--- config.mk ---
export PLATFORM = sky130hd
export DESIGN_NAME = milestone_sequencer_flat
export DESIGN_NICKNAME = d
export VERILOG_FILES = /design/src/rtl/milestone_sequencer_pkg.sv /design/src/rtl/milestone_sequencer_if.sv /design/src/rtl/milestone_sequencer_sram_port_mux.sv /design/src/rtl/milestone_sequencer.sv /design/src/flat_wrapper.sv
export SDC_FILE = /design/constraint.sdc
export NUM_CORES = 1
export LEC_CHECK = 0
export CAP_MARGIN = 20
export CELL_PAD_IN_SITES_DETAIL_PLACEMENT = 0
export CELL_PAD_IN_SITES_GLOBAL_PLACEMENT = 1
export CORE_ASPECT_RATIO = 0.8
export CORE_MARGIN = 4
export CORE_UTILIZATION = 26
export CTS_CLUSTER_DIAMETER = 60
export CTS_CLUSTER_SIZE = 25
export DETAILED_ROUTE_END_ITERATION = 10
export PLACE_DENSITY_LB_ADDON = 0.1
export SETUP_SLACK_MARGIN = 0.2
export SYNTH_ARGS = -nofsm -noshare
export SYNTH_HDL_FRONTEND = slang
export SYNTH_SLANG_ARGS = --single-unit
--- constraint.sdc ---
create_clock -name clk -period 6.5 [get_ports clk]
set_clock_uncertainty 0.2 [all_clocks]
set_input_delay 1.3 -clock clk [delete_from_list [all_inputs] [get_ports clk]]
set_output_delay 1.3 -clock clk [all_outputs]
set_load 0.01 [all_outputs]
--- src/rtl/milestone_sequencer_pkg.sv ---
// Shared types and constants for the image decompressor: SRAM geometry, the SRAM memory map,
// milestone identifiers and the top-level sequencer state type.
package milestone_sequencer_pkg;

    localparam int unsigned SRAM_ADDR_W             = 18;
    localparam int unsigned SRAM_DATA_W             = 16;
    localparam int unsigned WDOG_W                  = 23;
    localparam int unsigned DEFAULT_NUM_STAGES      = 3;
    localparam int unsigned DEFAULT_WATCHDOG_CYCLES = 4194304;

    // SRAM memory map: YUV source segments, intermediate coefficients, RGB output
    localparam logic [SRAM_ADDR_W-1:0] Y_BASE_ADDR   = 18'd0;
    localparam logic [SRAM_ADDR_W-1:0] U_BASE_ADDR   = 18'd38400;
    localparam logic [SRAM_ADDR_W-1:0] V_BASE_ADDR   = 18'd57600;
    localparam logic [SRAM_ADDR_W-1:0] PRE_IDCT_ADDR = 18'd76800;
    localparam logic [SRAM_ADDR_W-1:0] RGB_BASE_ADDR = 18'd146944;

    typedef enum logic [1:0] {
        MilestoneLossless,
        MilestoneIdct,
        MilestoneColour
    } milestone_e;

    typedef enum logic [2:0] {
        StIdle,
        StLaunch,
        StWait,
        StGap,
        StFinish
    } seq_state_e;

endpackage

--- src/rtl/milestone_sequencer_if.sv ---
// Stage-facing and SRAM-facing bus of the sequencer. The master side is the sequencer itself;
// the slave side is the stage bank plus the SRAM.
interface milestone_sequencer_if
    import milestone_sequencer_pkg::*;
#(
    parameter int unsigned NUM_STAGES = DEFAULT_NUM_STAGES
) ();

    logic [NUM_STAGES-1:0]             stage_enable;
    logic [NUM_STAGES-1:0]             stage_done;
    logic [SRAM_ADDR_W*NUM_STAGES-1:0] stage_sram_address;
    logic [SRAM_DATA_W*NUM_STAGES-1:0] stage_sram_write_data;
    logic [NUM_STAGES-1:0]             stage_sram_we_n;
    logic [SRAM_ADDR_W-1:0]            sram_address;
    logic [SRAM_DATA_W-1:0]            sram_write_data;
    logic                              sram_we_n;

    modport master (
        output stage_enable,
        output sram_address,
        output sram_write_data,
        output sram_we_n,
        input  stage_done,
        input  stage_sram_address,
        input  stage_sram_write_data,
        input  stage_sram_we_n
    );

    modport slave (
        input  stage_enable,
        input  sram_address,
        input  sram_write_data,
        input  sram_we_n,
        output stage_done,
        output stage_sram_address,
        output stage_sram_write_data,
        output stage_sram_we_n
    );

endinterface

--- src/rtl/milestone_sequencer_sram_port_mux.sv ---
// N:1 combinational selector of per-stage SRAM signals; forced idle drives a safe no-write
// pattern (we_n high, address and data zero).
module milestone_sequencer_sram_port_mux
    import milestone_sequencer_pkg::*;
#(
    parameter int unsigned N     = DEFAULT_NUM_STAGES,
    parameter int unsigned SEL_W = 2
) (
    input  logic [SEL_W-1:0]         i_sel,
    input  logic                     i_force_idle,
    input  logic [SRAM_ADDR_W*N-1:0] i_address,
    input  logic [SRAM_DATA_W*N-1:0] i_write_data,
    input  logic [N-1:0]             i_we_n,
    output logic [SRAM_ADDR_W-1:0]   o_address,
    output logic [SRAM_DATA_W-1:0]   o_write_data,
    output logic                     o_we_n
);

    always_comb begin
        o_address    = '0;
        o_write_data = '0;
        o_we_n       = 1'b1;
        if (!i_force_idle) begin
            for (int i = 0; i < int'(N); i++) begin
                if (i_sel == SEL_W'(i)) begin
                    o_address    = i_address[i*SRAM_ADDR_W +: SRAM_ADDR_W];
                    o_write_data = i_write_data[i*SRAM_DATA_W +: SRAM_DATA_W];
                    o_we_n       = i_we_n[i];
                end
            end
        end
    end

endmodule

--- src/rtl/milestone_sequencer.sv ---
// Top-level decode scheduler: runs the stages in index order, owns the single SRAM port,
// inserts an idle bus cycle between stages and guards each stage with a watchdog.
module milestone_sequencer
    import milestone_sequencer_pkg::*;
#(
    parameter int unsigned NUM_STAGES      = DEFAULT_NUM_STAGES,
    parameter int unsigned WATCHDOG_CYCLES = DEFAULT_WATCHDOG_CYCLES
) (
    input  logic                  clk,
    input  logic                  rst,
    input  logic                  i_start,
    milestone_sequencer_if.master bus,
    output logic                  o_busy,
    output logic                  o_done,
    output logic                  o_error,
    output logic [1:0]            o_active_stage
);

    localparam logic [WDOG_W-1:0] WDOG_LAST  = WDOG_W'(WATCHDOG_CYCLES - 1);
    localparam logic [1:0]        LAST_STAGE = 2'(NUM_STAGES - 1);

    seq_state_e          r_state;
    seq_state_e          w_state_d;
    logic [1:0]          r_active_stage;
    logic [1:0]          w_active_d;
    logic [WDOG_W-1:0]   r_wdog;
    logic [WDOG_W-1:0]   w_wdog_d;
    logic                r_error;
    logic                w_error_d;
    logic [NUM_STAGES-1:0] w_onehot;
    logic                w_done_sel;
    logic                w_bus_idle;

    assign w_onehot   = NUM_STAGES'(1) << r_active_stage;
    // Done bits from any stage other than the bus owner are dropped here
    assign w_done_sel = |(bus.stage_done & w_onehot);

    always_ff @(posedge clk) begin
        if (rst) begin
            r_state        <= StIdle;
            r_active_stage <= '0;
            r_wdog         <= '0;
            r_error        <= 1'b0;
        end else begin
            r_state        <= w_state_d;
            r_active_stage <= w_active_d;
            r_wdog         <= w_wdog_d;
            r_error        <= w_error_d;
        end
    end

    always_comb begin
        w_state_d  = r_state;
        w_active_d = r_active_stage;
        w_wdog_d   = r_wdog;
        w_error_d  = r_error;
        case (r_state)
            StIdle: begin
                if (i_start) begin
                    w_state_d  = StLaunch;
                    w_active_d = '0;
                    w_error_d  = 1'b0;
                end
            end
            StLaunch: begin
                w_wdog_d  = '0;
                w_state_d = StWait;
            end
            StWait: begin
                w_wdog_d = r_wdog + 1'b1;
                // A done arriving on the last permitted cycle beats the timeout
                if (w_done_sel) begin
                    w_state_d = StGap;
                end else if (r_wdog == WDOG_LAST) begin
                    w_error_d = 1'b1;
                    w_state_d = StIdle;
                end
            end
            StGap: begin
                if (r_active_stage == LAST_STAGE) begin
                    w_state_d = StFinish;
                end else begin
                    w_active_d = r_active_stage + 2'd1;
                    w_state_d  = StLaunch;
                end
            end
            StFinish: begin
                w_state_d = StIdle;
            end
            default: begin
                w_state_d = StIdle;
            end
        endcase
    end

    assign bus.stage_enable = (r_state == StLaunch) ? w_onehot : '0;
    assign w_bus_idle       = !((r_state == StLaunch) || (r_state == StWait));
    assign o_busy           = (r_state == StLaunch) || (r_state == StWait) || (r_state == StGap);
    assign o_done           = (r_state == StFinish);
    assign o_error          = r_error;
    assign o_active_stage   = r_active_stage;

    milestone_sequencer_sram_port_mux #(
        .N     (NUM_STAGES),
        .SEL_W (2)
    ) u_sram_mux (
        .i_sel        (r_active_stage),
        .i_force_idle (w_bus_idle),
        .i_address    (bus.stage_sram_address),
        .i_write_data (bus.stage_sram_write_data),
        .i_we_n       (bus.stage_sram_we_n),
        .o_address    (bus.sram_address),
        .o_write_data (bus.sram_write_data),
        .o_we_n       (bus.sram_we_n)
    );

endmodule

--- src/flat_wrapper.sv ---
// flat-port wrapper written by rule: the top's interface ports become plain ports
module milestone_sequencer_flat import milestone_sequencer_pkg::*;
#(
    parameter int unsigned NUM_STAGES      = DEFAULT_NUM_STAGES,
    parameter int unsigned WATCHDOG_CYCLES = DEFAULT_WATCHDOG_CYCLES
)
  (clk, rst, i_start, o_busy, o_done, o_error, o_active_stage, bus_stage_enable, bus_sram_address, bus_sram_write_data, bus_sram_we_n, bus_stage_done, bus_stage_sram_address, bus_stage_sram_write_data, bus_stage_sram_we_n);
  milestone_sequencer_if #(.NUM_STAGES(NUM_STAGES)) bus_i ();
  input  logic clk;
  input  logic rst;
  input  logic i_start;
  output logic o_busy;
  output logic o_done;
  output logic o_error;
  output logic [1:0] o_active_stage;
  output wire logic [$bits(bus_i.stage_enable)-1:0] bus_stage_enable;
  output wire logic [$bits(bus_i.sram_address)-1:0] bus_sram_address;
  output wire logic [$bits(bus_i.sram_write_data)-1:0] bus_sram_write_data;
  output wire logic [$bits(bus_i.sram_we_n)-1:0] bus_sram_we_n;
  input wire logic [$bits(bus_i.stage_done)-1:0] bus_stage_done;
  input wire logic [$bits(bus_i.stage_sram_address)-1:0] bus_stage_sram_address;
  input wire logic [$bits(bus_i.stage_sram_write_data)-1:0] bus_stage_sram_write_data;
  input wire logic [$bits(bus_i.stage_sram_we_n)-1:0] bus_stage_sram_we_n;
  assign bus_stage_enable = bus_i.stage_enable;
  assign bus_sram_address = bus_i.sram_address;
  assign bus_sram_write_data = bus_i.sram_write_data;
  assign bus_sram_we_n = bus_i.sram_we_n;
  assign bus_i.stage_done = bus_stage_done;
  assign bus_i.stage_sram_address = bus_stage_sram_address;
  assign bus_i.stage_sram_write_data = bus_stage_sram_write_data;
  assign bus_i.stage_sram_we_n = bus_stage_sram_we_n;
  milestone_sequencer #(.NUM_STAGES(NUM_STAGES), .WATCHDOG_CYCLES(WATCHDOG_CYCLES)) u_core (.clk(clk), .rst(rst), .i_start(i_start), .bus(bus_i), .o_busy(o_busy), .o_done(o_done), .o_error(o_error), .o_active_stage(o_active_stage));
endmodule
Word level (Yosys, flattened, before mapping)

Cells that the tools add are included.

Bits in registers: 29
Output and inout bits: 43
Logic and storage cells: 57

Add/sub/neg operators: 2
Eq/ne operators: 12
Shift operators: 1
Multiplexer cells: 26
Bitwise gates (word level): 1
Reduce and logical (&&, ||, !) cells: 11

Operator list:

| cell                                                                    | number |
|---|---|
| 18-bit two-way mux                                                      | 4 |
| 16-bit two-way mux                                                      | 4 |
| 23-bit one-hot mux with 2 select lines                                  | 1 |
| 23-bit by 1-bit adder with 23-bit output, second input constant         | 1 |
| 23-bit by 22-bit equality test with 1-bit output, second input constant | 1 |
| 3-bit two-way mux                                                       | 5 |
| 3-bit one-hot mux with 4 select lines                                   | 1 |
| 1-bit two-way mux                                                       | 7 |
| 3-bit by 2-bit equality test with 1-bit output, second input constant   | 2 |
| 2-bit inequality test, second input constant                            | 3 |
| 2-bit nonzero test                                                      | 3 |
| 2-bit two-way mux                                                       | 2 |
| 2-bit one-hot mux with 2 select lines                                   | 1 |
| 4-bit AND reduction                                                     | 1 |
| 3-bit AND                                                               | 1 |
| 3-bit by 1-bit equality test with 1-bit output, second input constant   | 1 |
| 3-bit equality test, second input constant                              | 1 |
| 3-bit zero test                                                         | 1 |
| 3-bit by 1-bit inequality test with 1-bit output, second input constant | 1 |
| 3-bit AND reduction                                                     | 1 |
| 3-bit OR reduction                                                      | 1 |
| 1-bit by 2-bit << shifter with 3-bit output, first input constant       | 1 |
| 2-bit by 1-bit adder with 2-bit output, second input constant           | 1 |
| 2-bit by 1-bit equality test with 1-bit output, second input constant   | 1 |
| 6 further kinds                                                         | 7 |

Longest topological paths before layout

Depth in word-level cells: 5
Mapped depth: 7

Hierarchy

A second synthesis with hierarchy kept.

Cells, all modules: 351
Area, all modules: 3079.2 µm²

By module, submodules not included:

| module                            | instances | cells an instance | area an instance (µm²) | sequential area each (µm²) |
|---|---|---|---|---|
| milestone_sequencer               | 1         | 188               | 1602.8                 | 580.6 |
| milestone_sequencer_sram_port_mux | 1         | 163               | 1476.4                 | 0.0 |

Worst setup path before layout

No wires, ideal clock.

Kind: input -> output
Start point: input bus_stage_sram_we_n[1]
End point: output bus_sram_we_n
Data arrival time: 1.753 ns
Slack: 3.247 ns
Stages: 4
Buffers on the path: 0
Cell sequence: inv_1 -> a221oi_1 -> a21oi_1 -> nand2_1

Longest elaborated chain between the ends: 3

RTL lines:

| item                            | line                                    | RTL |
|---|---|---|
| from (decl)                     | flat_wrapper.sv:23                      | `input wire logic [$bits(bus_i.stage_sram_we_n)-1:0] bus_stage_sram_we_n;` |
| 1-bit two-way mux (2 in series) | milestone_sequencer_sram_port_mux.sv:25 | `if (i_sel == SEL_W'(i)) begin` |
| 1-bit two-way mux               | milestone_sequencer_sram_port_mux.sv:23 | `if (!i_force_idle) begin` |
| to (decl)                       | flat_wrapper.sv:19                      | `output wire logic [$bits(bus_i.sram_we_n)-1:0] bus_sram_we_n;` |

Every way passes these cells.

Worst setup path in the final report

Start point: register u_core.r_state[0]
End point: output bus_sram_address[1]

Longest elaborated chain between the ends: 3
Elaborated cells between the ends (all ways): 4
Those cells by class: 2 x eq/ne; 1 x mux; 1 x reduce/logical

RTL lines:

| item                                                                                                                    | line                                    | RTL |
|---|---|---|
| from (decl)                                                                                                             | milestone_sequencer.sv:22               | `seq_state_e r_state;` |
| from (signal assigned)                                                                                                  | milestone_sequencer.sv:40               | `r_state <= StIdle;` |
| from (signal assigned)                                                                                                  | milestone_sequencer.sv:45               | `r_state <= w_state_d;` |
| 3-bit by 1-bit equality test with 1-bit output / 3-bit by 2-bit equality test with 1-bit output (equally long branches) | milestone_sequencer.sv:97               | `assign w_bus_idle = !((r_state == StLaunch) \|\| (r_state == StWait));` |
| 1-bit logical OR *                                                                                                      | milestone_sequencer.sv:97               |  |
| 18-bit two-way mux *                                                                                                    | milestone_sequencer_sram_port_mux.sv:23 |  |
| to (decl)                                                                                                               | flat_wrapper.sv:17                      | `output wire logic [$bits(bus_i.sram_address)-1:0] bus_sram_address;` |

Mark *: on every way between the ends. The rest lies on a longest branch, timed or not.

==> out/results.tsv <==
metric	value	unit
outcome	finished, final reports clean	
netlist_area	2320	um2
ctsResizeCount	0	
clkLatencyLatePin	0.28	ns
grt.total_usage	17.4	%
yosysWarnings	0	
drt_iter0_markers	191	
ff2ff_setup_slack	3.72	ns
placed_cell_area	3930	um2
hold_path_end	u_core.r_wdog[15]	
syn_avg_cell_area	7.43	um2
grt_max_degree	59	
finalSetupViolations	0	
required	5.00	ns
maxCapViolations	0	
fin_area	4050	um2
clk_pin_slew	0.07	ns
vias_per_cell	5.25	
cts_root_buf	clkbuf_8	
via_count	2950	
critPathMaxFanout	35	
combPwrFrac	36.1	%
cts_tree	yes	
finalPower	0.594	mW
r2r_start	u_core.r_state[1]	
ant_nets	0	
cts_buffers	5	
syn_inst	312	
post-cts-setup-buffers	0	
power_frac_clock	33.1	%
switching_share	27.1	%
final_common_cell	clkdlybuf4s50_1	
drc	0	
r2r-end	u_core.r_wdog[22]	
hp-class	flop to flop	
dieHeight	92.5	um
antenna_found_initial	0	
grt_first_pass_wirelength	14900	um
synth_edf_count	0	
area_growth	74.6	%
worst_setup_path_start_kind	flop	
cts_max_level	2	
intPower	0.433	mW
initial_core_util	27.0	%
rsz0062_at_grt	no	
period_share	68.2	%
period_minus_slack	4.43	ns
routedWlPerCell	16.9	um
antenna-diode-count	0	
hold_viol	0	
cpMaxStageDelayCell	nor3b_1	
endpoint_kind	output port	
clkSinkCount	29	
fin_nets	564	
gp_congestion	0.812	
max_stage_delay	0.77	ns
io_buffers	153	
core.rowCount	30	
synth_nets	427	
postCtsHoldBufs	0	
dp_slack	2.24	ns
fmax	0.226	GHz
worstPathArrival	2.93	ns
setup_slack	2.07	ns
p_seq_share	30.9	%
async_flop_share	0	%
synth_cell_type_count	42	
relSlewSlack	39.8	%
worst_slew_pin_slew	0.902	ns
slew_viol_final	0	
power.density	147	nW/um2
synth_ff_type	dfxtp_1	
r2r_cells	4	
ys_seq_area_share	25.0	%
fin_cells	562	
first_pass_iters	4	
n_fill_cell	865	
grt_overflow	0	
path_buf_inv	2	
pin_count	154	
whs_path_depth	2	
irDropWorstVdd	0.0772	mV
clk_path_buf_depth	2	
crit_path_cell_trace	nor3b_1, nor2_2, buf_4, nor3_1, clkdlybuf4s50_1	
cp_top_family	simple AND/OR/NAND/NOR gates	
drive_gt1_share	6.00	%
p_leak	1.33	nW
dpl.hpwl	7140	um
routed_wl	9500	um
die_area	10500	um2
grt_pass1_vias	2868	
layout_common_cells	clkdlybuf4s50_1, nor2b_1, a221oi_1	
coreArea	8600	um2
p_sw	0.161	mW
die_x	114	um
crit_type	flop to output port	
worstHoldStart	u_core.r_wdog[15]	
dp.cells	554	
final.setup.tns	0	ns
synth_seq_cells	29	
## power groups by stage
| stage | Clock, mW | Sequential [mW] | Combinational (mW) |
|---|---|---|---|
| after floorplan | 0 | 0.187 | 0.0783 |
| after global placement | 0 | 0.188 | 0.215 |
| after detailed placement | 0 | 0.187 | 0.216 |
| after CTS | 0.202 | 0.183 | 0.217 |
| after global routing | 0.211 | 0.184 | 0.230 |
| final | 0.196 | 0.183 | 0.214 |
## cell usage after synthesis, drive strengths merged (2+ instances only)
master  instances  area (um2)
a21oi          18        90.1
clkbuf         28         105
nor3b           6        45.0
nand3           8        40.0
nand4          11        68.8
inv             5        18.8
or3             4        25.0
a221oi         35         307
a311oi          3        26.3
mux2            6        67.6
nand2          14        52.6
or2             2        12.5
and2            6        37.5
or3b            2        17.5
o21ai           4        20.0
o311ai          3        26.3
or4             4        30.0
ha              4        50.1
nor3           34         170
nor2           23        86.3
nand3b          3        22.5
nor2b          36         225
o211ai          4        30.0
dfxtp          29         581
nand4b          2        17.5
and4            3        26.3
## final cells by class
type	count	area (um2)	share of cell area, %
clock buffers	7	86.3	2.13
clock inverters	1	30.0	0.742
inverters	5	18.8	0.464
repair buffers	159	1580	38.9
multi-input cells	249	1620	39.9
flip-flops and latches	29	581	14.3
well taps	112	140	3.46
## state kept, by name (all words and copies together) (netlist names)
register               flops
u_core.o_error             1
u_core.o_active_stage      2
u_core.r_wdog             23
u_core.r_state             3
## metrics by stage
step           util (%)  hold WS (ns)
2_1_floorplan         -         0.251
3_3_place_gp       45.7         0.269
3_5_place_dp       45.7         0.277
4_1_cts            47.1         0.288
5_1_grt            47.1         0.314
6_report           47.1         0.284
## worst max path at each step
stage                      startpoint                   to  slack [ns]  cells after the start
3_3_place_gp   bus_stage_sram_we_n[1]        bus_sram_we_n        2.25                      6
3_5_place_dp   bus_stage_sram_we_n[1]        bus_sram_we_n        2.24                      6
5_1_grt             u_core.r_state[0]  bus_sram_address[1]        1.75                      5
6_report            u_core.r_state[0]  bus_sram_address[1]        2.07                      5
2_1_floorplan  bus_stage_sram_we_n[1]        bus_sram_we_n        3.25                      4
4_1_cts             u_core.r_state[0]  bus_sram_address[1]        2.01                      5
## logic make-up (layout without fill, tap and decap cells)
kind of cell	after synthesis	in the layout	synth area share, %
simple gates	164	164	39.9
compound gates	74	74	24.0
buf+inv	34	172	5.56
flops	29	29	25.0
mux	7	7	3.35
fa+ha+maj	4	4	2.16
## worst register-to-register path: cells and delay by family (launching register included)
family | cells | cell delay [ns]
AOI/OAI and AO/OA | 1 | 0.15
and+or+nand+nor | 3 | 1.92
DFF | 1 | 0.45
## per-layer routing
| layer | vias up | part of all wire, % | routed length [um] | GRT usage (%) |
|---|---|---|---|---|
| met3 | 13 | 6.1 | 583 | 4.44 |
| li1 | 1470 | - | - | - |
| met5 | - | 0 | 0 | 0 |
| met4 | 0 | 1.9 | 180 | 4.50 |
| met1 | 1377 | 40 | 3850 | 21.1 |
| met2 | 90 | 51 | 4890 | 30.4 |
Power figures use the tool's default switching activity.
